## config.mk

```make
export PLATFORM = sky130hd
export DESIGN_NAME = booth_pe_sequencer_flat
export DESIGN_NICKNAME = d
export VERILOG_FILES = /design/src/rtl/booth_pe_sequencer_if.sv /design/src/rtl/booth_pe_sequencer.sv /design/src/flat_wrapper.sv
export SDC_FILE = /design/constraint.sdc
export NUM_CORES = 1
export LEC_CHECK = 0
export ABC_CLOCK_PERIOD_IN_PS = 2730
export BUFFER_PORTS_ARGS = -buffer_cell sky130_fd_sc_hd__buf_2
export CORE_MARGIN = 2
export CORE_UTILIZATION = 50
export CTS_BUF_LIST = sky130_fd_sc_hd__clkbuf_4 sky130_fd_sc_hd__clkbuf_8
export DETAILED_ROUTE_END_ITERATION = 16
export PLACE_DENSITY = 0.74
export REMOVE_ABC_BUFFERS = 1
export SETUP_SLACK_MARGIN = 0.15
export SLEW_MARGIN = 10
export SYNTH_ARGS = -nofsm -noshare
export SYNTH_HDL_FRONTEND = slang
export SYNTH_SLANG_ARGS = --single-unit
export TNS_END_PERCENT = 30
```

## constraint.sdc

```tcl
create_clock -name clk -period 2.73 [get_ports clk]
set_input_delay 0.1365 -clock clk [delete_from_list [all_inputs] [get_ports clk]]
set_output_delay 0.1365 -clock clk [all_outputs]
set_load 0.005 [all_outputs]
```

## src/rtl/booth_pe_sequencer_if.sv

```systemverilog
// Operand handshake, forward path, Booth multiplier hookup and result bundle
// for one systolic-array PE sequencer.
interface booth_pe_sequencer_if #(
    parameter int DATA_W = 8,
    parameter int ACC_W  = 20
);
    logic [DATA_W-1:0]   a_in;
    logic [DATA_W-1:0]   b_in;
    logic                in_valid;
    logic                in_ready;
    logic [DATA_W-1:0]   a_out;
    logic [DATA_W-1:0]   b_out;
    logic                fwd_valid;
    logic                mul_start;
    logic [DATA_W-1:0]   mul_mcand;
    logic [DATA_W-1:0]   mul_mplier;
    logic                mul_done;
    logic [2*DATA_W-1:0] mul_product;
    logic                acc_clr;
    logic [ACC_W-1:0]    result;
    logic                result_valid;

    modport slave (
        input  a_in, b_in, in_valid, mul_done, mul_product, acc_clr,
        output in_ready, a_out, b_out, fwd_valid, mul_start, mul_mcand, mul_mplier,
               result, result_valid
    );

    modport master (
        output a_in, b_in, in_valid, mul_done, mul_product, acc_clr,
        input  in_ready, a_out, b_out, fwd_valid, mul_start, mul_mcand, mul_mplier,
               result, result_valid
    );
endinterface

```

## src/rtl/booth_pe_sequencer.sv

```systemverilog
// PE sequencer: accepts operand pairs, launches the Booth multiplier and accumulates
// K_LEN signed products per result. Define PE_SATURATE_EN to clamp on overflow.
//
// state  | meaning
// IDLE   | ready for an operand pair
// LAUNCH | one-cycle start pulse to the multiplier
// WAIT   | operands held stable until the multiplier reports done
module booth_pe_sequencer #(
    parameter int DATA_W = 8,
    parameter int ACC_W  = 20,
    parameter int K_LEN  = 4
) (
    input logic               clk,
    input logic               rst,
    booth_pe_sequencer_if.slave bus
);
    typedef enum logic [1:0] {IDLE, LAUNCH, WAIT} state_t;

    localparam logic [7:0] K_TC = 8'(K_LEN);

    state_t state_q, state_d;

    logic [DATA_W-1:0] a_q, a_d, b_q, b_d, mc_q, mc_d, mp_q, mp_d;
    logic              fwd_q, fwd_d, rv_q, rv_d;
    logic [ACC_W-1:0]  acc_q, acc_d, res_q, res_d;
    logic [7:0]        cnt_q, cnt_d;

    logic                    accept, accum;
    logic [ACC_W-1:0]        acc_base;
    logic [7:0]              cnt_base, cnt_inc;
    logic signed [ACC_W-1:0] prod_ext;
    logic [ACC_W-1:0]        sum;
`ifdef PE_SATURATE_EN
    logic [ACC_W:0]          sum_wide;
`endif

    always_ff @(posedge clk or posedge rst) begin
        if (rst) state_q <= IDLE;
        else     state_q <= state_d;
    end

    always_comb begin
        state_d = state_q;
        accept  = 1'b0;
        accum   = 1'b0;
        unique case (state_q)
            IDLE: if (bus.in_valid) begin
                accept  = 1'b1;
                state_d = LAUNCH;
            end
            LAUNCH: state_d = WAIT;
            WAIT: if (bus.mul_done) begin
                accum   = 1'b1;
                state_d = IDLE;
            end
            default: state_d = IDLE;
        endcase
    end

    assign prod_ext = ACC_W'($signed(bus.mul_product));

    // A clear coincident with an accumulate wipes the old sum before the add.
    always_comb begin
        a_d      = a_q;
        b_d      = b_q;
        mc_d     = mc_q;
        mp_d     = mp_q;
        fwd_d    = accept;
        rv_d     = 1'b0;
        res_d    = res_q;
        acc_d    = acc_q;
        cnt_d    = cnt_q;
        acc_base = bus.acc_clr ? '0 : acc_q;
        cnt_base = bus.acc_clr ? '0 : cnt_q;
        cnt_inc  = cnt_base + 8'd1;
`ifdef PE_SATURATE_EN
        sum_wide = {acc_base[ACC_W-1], acc_base} + {prod_ext[ACC_W-1], prod_ext};
        if (sum_wide[ACC_W] != sum_wide[ACC_W-1])
            sum = sum_wide[ACC_W] ? {1'b1, {(ACC_W-1){1'b0}}} : {1'b0, {(ACC_W-1){1'b1}}};
        else
            sum = sum_wide[ACC_W-1:0];
`else
        sum = acc_base + prod_ext;
`endif
        if (accept) begin
            a_d  = bus.a_in;
            b_d  = bus.b_in;
            mc_d = bus.a_in;
            mp_d = bus.b_in;
        end
        if (accum) begin
            if (cnt_inc == K_TC) begin
                res_d = sum;
                rv_d  = 1'b1;
                acc_d = '0;
                cnt_d = '0;
            end else begin
                acc_d = sum;
                cnt_d = cnt_inc;
            end
        end else if (bus.acc_clr) begin
            acc_d = '0;
            cnt_d = '0;
        end
    end

    always_ff @(posedge clk or posedge rst) begin
        if (rst) begin
            a_q   <= '0;
            b_q   <= '0;
            mc_q  <= '0;
            mp_q  <= '0;
            fwd_q <= 1'b0;
            rv_q  <= 1'b0;
            res_q <= '0;
            acc_q <= '0;
            cnt_q <= '0;
        end else begin
            a_q   <= a_d;
            b_q   <= b_d;
            mc_q  <= mc_d;
            mp_q  <= mp_d;
            fwd_q <= fwd_d;
            rv_q  <= rv_d;
            res_q <= res_d;
            acc_q <= acc_d;
            cnt_q <= cnt_d;
        end
    end

    assign bus.in_ready     = (state_q == IDLE);
    assign bus.mul_start    = (state_q == LAUNCH);
    assign bus.a_out        = a_q;
    assign bus.b_out        = b_q;
    assign bus.fwd_valid    = fwd_q;
    assign bus.mul_mcand    = mc_q;
    assign bus.mul_mplier   = mp_q;
    assign bus.result       = res_q;
    assign bus.result_valid = rv_q;
endmodule

```

## src/flat_wrapper.sv

```systemverilog
// flat-port wrapper written by rule: the top's interface ports become plain ports
module booth_pe_sequencer_flat 
#(
    parameter int DATA_W = 8,
    parameter int ACC_W  = 20,
    parameter int K_LEN  = 4
)
  (clk, rst, bus_a_in, bus_b_in, bus_in_valid, bus_mul_done, bus_mul_product, bus_acc_clr, bus_in_ready, bus_a_out, bus_b_out, bus_fwd_valid, bus_mul_start, bus_mul_mcand, bus_mul_mplier, bus_result, bus_result_valid);
  booth_pe_sequencer_if #(.DATA_W(DATA_W), .ACC_W(ACC_W)) bus_i ();
  input logic clk;
  input logic rst;
  input wire logic [$bits(bus_i.a_in)-1:0] bus_a_in;
  input wire logic [$bits(bus_i.b_in)-1:0] bus_b_in;
  input wire logic [$bits(bus_i.in_valid)-1:0] bus_in_valid;
  input wire logic [$bits(bus_i.mul_done)-1:0] bus_mul_done;
  input wire logic [$bits(bus_i.mul_product)-1:0] bus_mul_product;
  input wire logic [$bits(bus_i.acc_clr)-1:0] bus_acc_clr;
  output wire logic [$bits(bus_i.in_ready)-1:0] bus_in_ready;
  output wire logic [$bits(bus_i.a_out)-1:0] bus_a_out;
  output wire logic [$bits(bus_i.b_out)-1:0] bus_b_out;
  output wire logic [$bits(bus_i.fwd_valid)-1:0] bus_fwd_valid;
  output wire logic [$bits(bus_i.mul_start)-1:0] bus_mul_start;
  output wire logic [$bits(bus_i.mul_mcand)-1:0] bus_mul_mcand;
  output wire logic [$bits(bus_i.mul_mplier)-1:0] bus_mul_mplier;
  output wire logic [$bits(bus_i.result)-1:0] bus_result;
  output wire logic [$bits(bus_i.result_valid)-1:0] bus_result_valid;
  assign bus_i.a_in = bus_a_in;
  assign bus_i.b_in = bus_b_in;
  assign bus_i.in_valid = bus_in_valid;
  assign bus_i.mul_done = bus_mul_done;
  assign bus_i.mul_product = bus_mul_product;
  assign bus_i.acc_clr = bus_acc_clr;
  assign bus_in_ready = bus_i.in_ready;
  assign bus_a_out = bus_i.a_out;
  assign bus_b_out = bus_i.b_out;
  assign bus_fwd_valid = bus_i.fwd_valid;
  assign bus_mul_start = bus_i.mul_start;
  assign bus_mul_mcand = bus_i.mul_mcand;
  assign bus_mul_mplier = bus_i.mul_mplier;
  assign bus_result = bus_i.result;
  assign bus_result_valid = bus_i.result_valid;
  booth_pe_sequencer #(.DATA_W(DATA_W), .ACC_W(ACC_W), .K_LEN(K_LEN)) u_core (.clk(clk), .rst(rst), .bus(bus_i));
endmodule
```

==> impl_summary.txt <==
----------------------------------------------------
[Outcome]
  Status ... completed

[Final layout]
  Proportion of layout cells with a drive suffix above 1 ... 32.3%
  Final core utilization ... 61.5%
  Fill cell total of the finished layout ... 665
  Nets ... 561
  Layout overhead on the synthesized area ... 19.9%
  Multi-input logic area ... 0.00203 sq mm
  Final Instance Area ... 0.00470 sq mm
  Most used cells in the layout excluding fill and tap cells ... sky130_fd_sc_hd__buf_2, sky130_fd_sc_hd__dfrtp_1, sky130_fd_sc_hd__nand2_1
  Antenna fix cells ... 0
  Most common library cell in the layout ignoring fill and taps ... sky130_fd_sc_hd__buf_2
  Sequential cell area in the final layout ... 0.00170 sq mm

[Clock tree]
  Clk sink count ... 68
  Number of buffers added by the clock tree synthesis step ... 9
  CTS tree ... done
  Root Buffer ... sky130_fd_sc_hd__clkbuf_8
  Clk Latency, worst-skew pair ... 0.34 ns
  Maximum buffer depth of the clock tree ... 2
  Deepest level of the CTS H-tree ... 3
  CTS clock-pin slew for the worst setup and hold paths ... 0.08 ns

[Placement]
  Estimated wirelength of the detail-placed design ... 6.63 mm
  Final Wtd Congestion ... 0.880
  Total of buffers placed on input and output ports ... 92
  Instance area at placement ... 0.00443 sq mm

[Timing]
  Period utilization ... 91.3%
  Unrepaired setup endpoints after global routing ... true
  Actual transition at the worst max-transition pin ... 0.861 ns
  Headroom to the max-slew limit ... 42.6%
  Fin crit period ... 2.49 ns
  Final-report max-slew violation count ... 0
  Final hold slack ... 0.0176 ns
  Worst clock skew ... 0.0112 ns
  F_max ... 0.401 GHz
  Final number of setup-violating endpoints ... 0
  Final hold violations ... 0

[Global routing]
  Pin count of the biggest net entering global routing ... 69
  Vias in the first global route ... 3293
  GR Overflow Total ... 0
  Wire length of the first global-routing pass ... 15.2 mm
  Initial antenna violation count ... 0
  Overall routing resource usage ... 22.1%

[Detailed routing]
  Average detailed-routed wire length per instance ... 14.9 microns
  Final WL ... 9.11 mm
  Count of unresolved DRC violations after routing ... 0
  Via/cell ratio ... 5.39
  Via count ... 3290
  DR iter-0 viols ... 165
  Router iterations before antenna repair ... 5
  ANT nets after route ... 0

[Pwr]
  Share of power burned in the clock network ... 24.8%
  Max IR drop VDD ... 438 uV
  Static Leak ... 0.00233 uW
  Part of the total power dissipated in combinational logic ... 35.7%
  Switching part of the total ... 32.9%
  Cell area power density ... 729 mW/mm^2
  Net Switching ... 1130 uW
  Internal Pwr Total ... 2300 uW
  Sequential share of power ... 39.5%

[Job]
  Maximum Capacitance Violations ... 0

[Logic synthesis]
  Average size of a mapped cell ... 9.52 sq um
  Count of state elements after synthesis ... 68
  Most area-hungry cell type in the Yosys netlist ... sky130_fd_sc_hd__dfrtp_1
  Number of instances in the synthesized netlist ... 412
  Portion of synthesized cell area occupied by the leading cell type ... 43.4%
  Cell area after synthesis ... 0.00392 sq mm
  Leading post-synthesis cells by cell area ... sky130_fd_sc_hd__dfrtp_1, sky130_fd_sc_hd__ha_1, sky130_fd_sc_hd__o21ai_0, sky130_fd_sc_hd__nand2_1, sky130_fd_sc_hd__mux2_2
  Number of warning messages in the yosys log ... 0
  Sequential-to-total area share from yosys stat ... 43.4%
  Number of distinct library cells after synthesis ... 52

[Min path]
  Tightest Hold Check Type ... in2async

[Setup path]
  Data required, critical path ... 3.00 ns
  Crit path capture type ... register
  Cells on worst reg2reg path ... 8
  CP Launch Type ... register
  Setup CP Type ... reg2reg
  Top fanout value on the critical path ... 8
  Arr. time, crit path ... 2.76 ns

[Floorplan]
  Die Ht ... 92.6 microns
  Number of primary I/O pins ... 93
  Die outline area ... 0.00857 sq mm
  Placement row count ... 32
  Die Width ... 92.6 microns
  Initial Utilization ... 51.3%
  Core Box Area ... 0.00765 sq mm

----------------------------------------------------
==> worst paths after layout <==
kind	slack, ns	endpoint	from
setup / recovery	0.24	u_core.bus.result[19]	u_core.acc_q[16]
hold / removal	0.02	u_core.bus.mul_mplier[5]	rst
setup reg to reg	0.24	u_core.bus.result[19]	u_core.acc_q[16]
hold reg to reg	0.47	u_core.bus.result[4]	u_core.bus.result[4]
max in group asynchronous	2.12	u_core.acc_q[10]	rst
min in group clk	0.02	u_core.bus.mul_mplier[6]	bus_b_in[6]
==> power groups by stage <==
stage | sequential (uW) | clock (uW) | combinational (uW)
2_1_floorplan | 1400 | 0 | 673
3_5_place_dp | 1370 | 0 | 1210
3_3_place_gp | 1360 | 0 | 1180
6_report | 1350 | 849 | 1220
4_1_cts | 1360 | 878 | 1220
5_1_grt | 1390 | 909 | 1360
==> routing by layer <==
metal,vias to the layer above,track usage [%],share of wire (%)
met5,-,0,0
met4,0,6.59,1.2
met3,11,4.39,3.7
met2,65,36.1,49
met1,1583,29.8,46
li1,1631,-,-
==> worst max-delay path, cell delays in order (launching register included) <==
cell and delay, ns:
sky130_fd_sc_hd__dfrtp_1 0.35, sky130_fd_sc_hd__nor2b_1 0.14, sky130_fd_sc_hd__ha_1 0.40, sky130_fd_sc_hd__and2_4 0.20, sky130_fd_sc_hd__and3_4 0.19, sky130_fd_sc_hd__a211o_1 0.30, sky130_fd_sc_hd__a21o_1 0.20, sky130_fd_sc_hd__or4_1 0.46
sky130_fd_sc_hd__a31oi_1 0.17
==> layout make-up <==
type / count / area share, %
clock buffer: 11 / 3.09
clock inverter: 5 / 1.28
inverter: 6 / 0.479
multi-input combinational: 306 / 43.2
sequential: 68 / 36.2
tap: 102 / 2.71
timing repair buffer: 112 / 13.1
==> metrics by stage <==
stage / total power, uW / setup WS, ns / cells / TNS (ns)
2_1_floorplan: 2070 / -0.308 / 380 / -2.26
3_3_place_gp: 2540 / 0.236 / 589 / 0
3_5_place_dp: 2580 / 0.130 / 589 / 0
4_1_cts: 3450 / 0.186 / 606 / 0
5_1_grt: 3660 / 0.0861 / 610 / 0
6_report: 3430 / 0.238 / 610 / 0
==> cell families (layout without fill, tap and decap cells) <==
group                    count (synthesis)  in the layout  share of synthesized area [%]
AND/OR/NAND/NOR                        144            144                           18.5
buffers and inverters                   38            134                           5.49
adder cells (fa/ha/maj)                 21             21                           6.89
flip-flops                              68             68                           43.4
multiplexers                            16             16                           4.59
XOR/XNOR                                20             20                           4.47
AO/OA/AOI/OAI                          105            105                           16.7
==> flip-flops by register name, indices dropped and copies added, names as in the netlist <==
signal / cells
u_core.cnt_q: 8
u_core.bus.fwd_valid: 1
u_core.bus.mul_mcand: 8
u_core.state_q: 2
u_core.bus.result_valid: 1
u_core.acc_q: 20
u_core.bus.result: 20
u_core.bus.mul_mplier: 8
==> cell usage after synthesis, drive strengths merged <==
cell,instances
a211o,5
a211oi,3
a21boi,1
a21o,9
a21oi,19
a221o,2
a221oi,2
a22o,3
a31oi,3
and2,4
and3,4
and3b,1
and4,2
and4b,2
buf,23
clkbuf,9
dfrtp,68
fa,1
ha,20
inv,6
mux2,16
nand2,59
nand3,10
nand3b,2
nand4,9
nor2,19
nor2b,25
nor3,2
nor3b,1
o211ai,4
o21ai,45
o21ba,1
o21bai,3
o221ai,1
o22ai,1
o311ai,1
o31ai,2
or2,1
or4,3
xnor2,13
xor2,7
==> repair_timing <==
| action | 4_1_cts | 5_1_grt |
|---|---|---|
| hold buffers | 1 | 0 |
| gates resized for setup | 1 | 7 |
| endpoints found under the hold margin | 1 | 0 |
| setup endpoints to repair | 2 | 25 |
| buffers inserted | 0 | 4 |
| pin swaps | 0 | 7 |
Note: power is estimated with default switching activity, not from simulation.
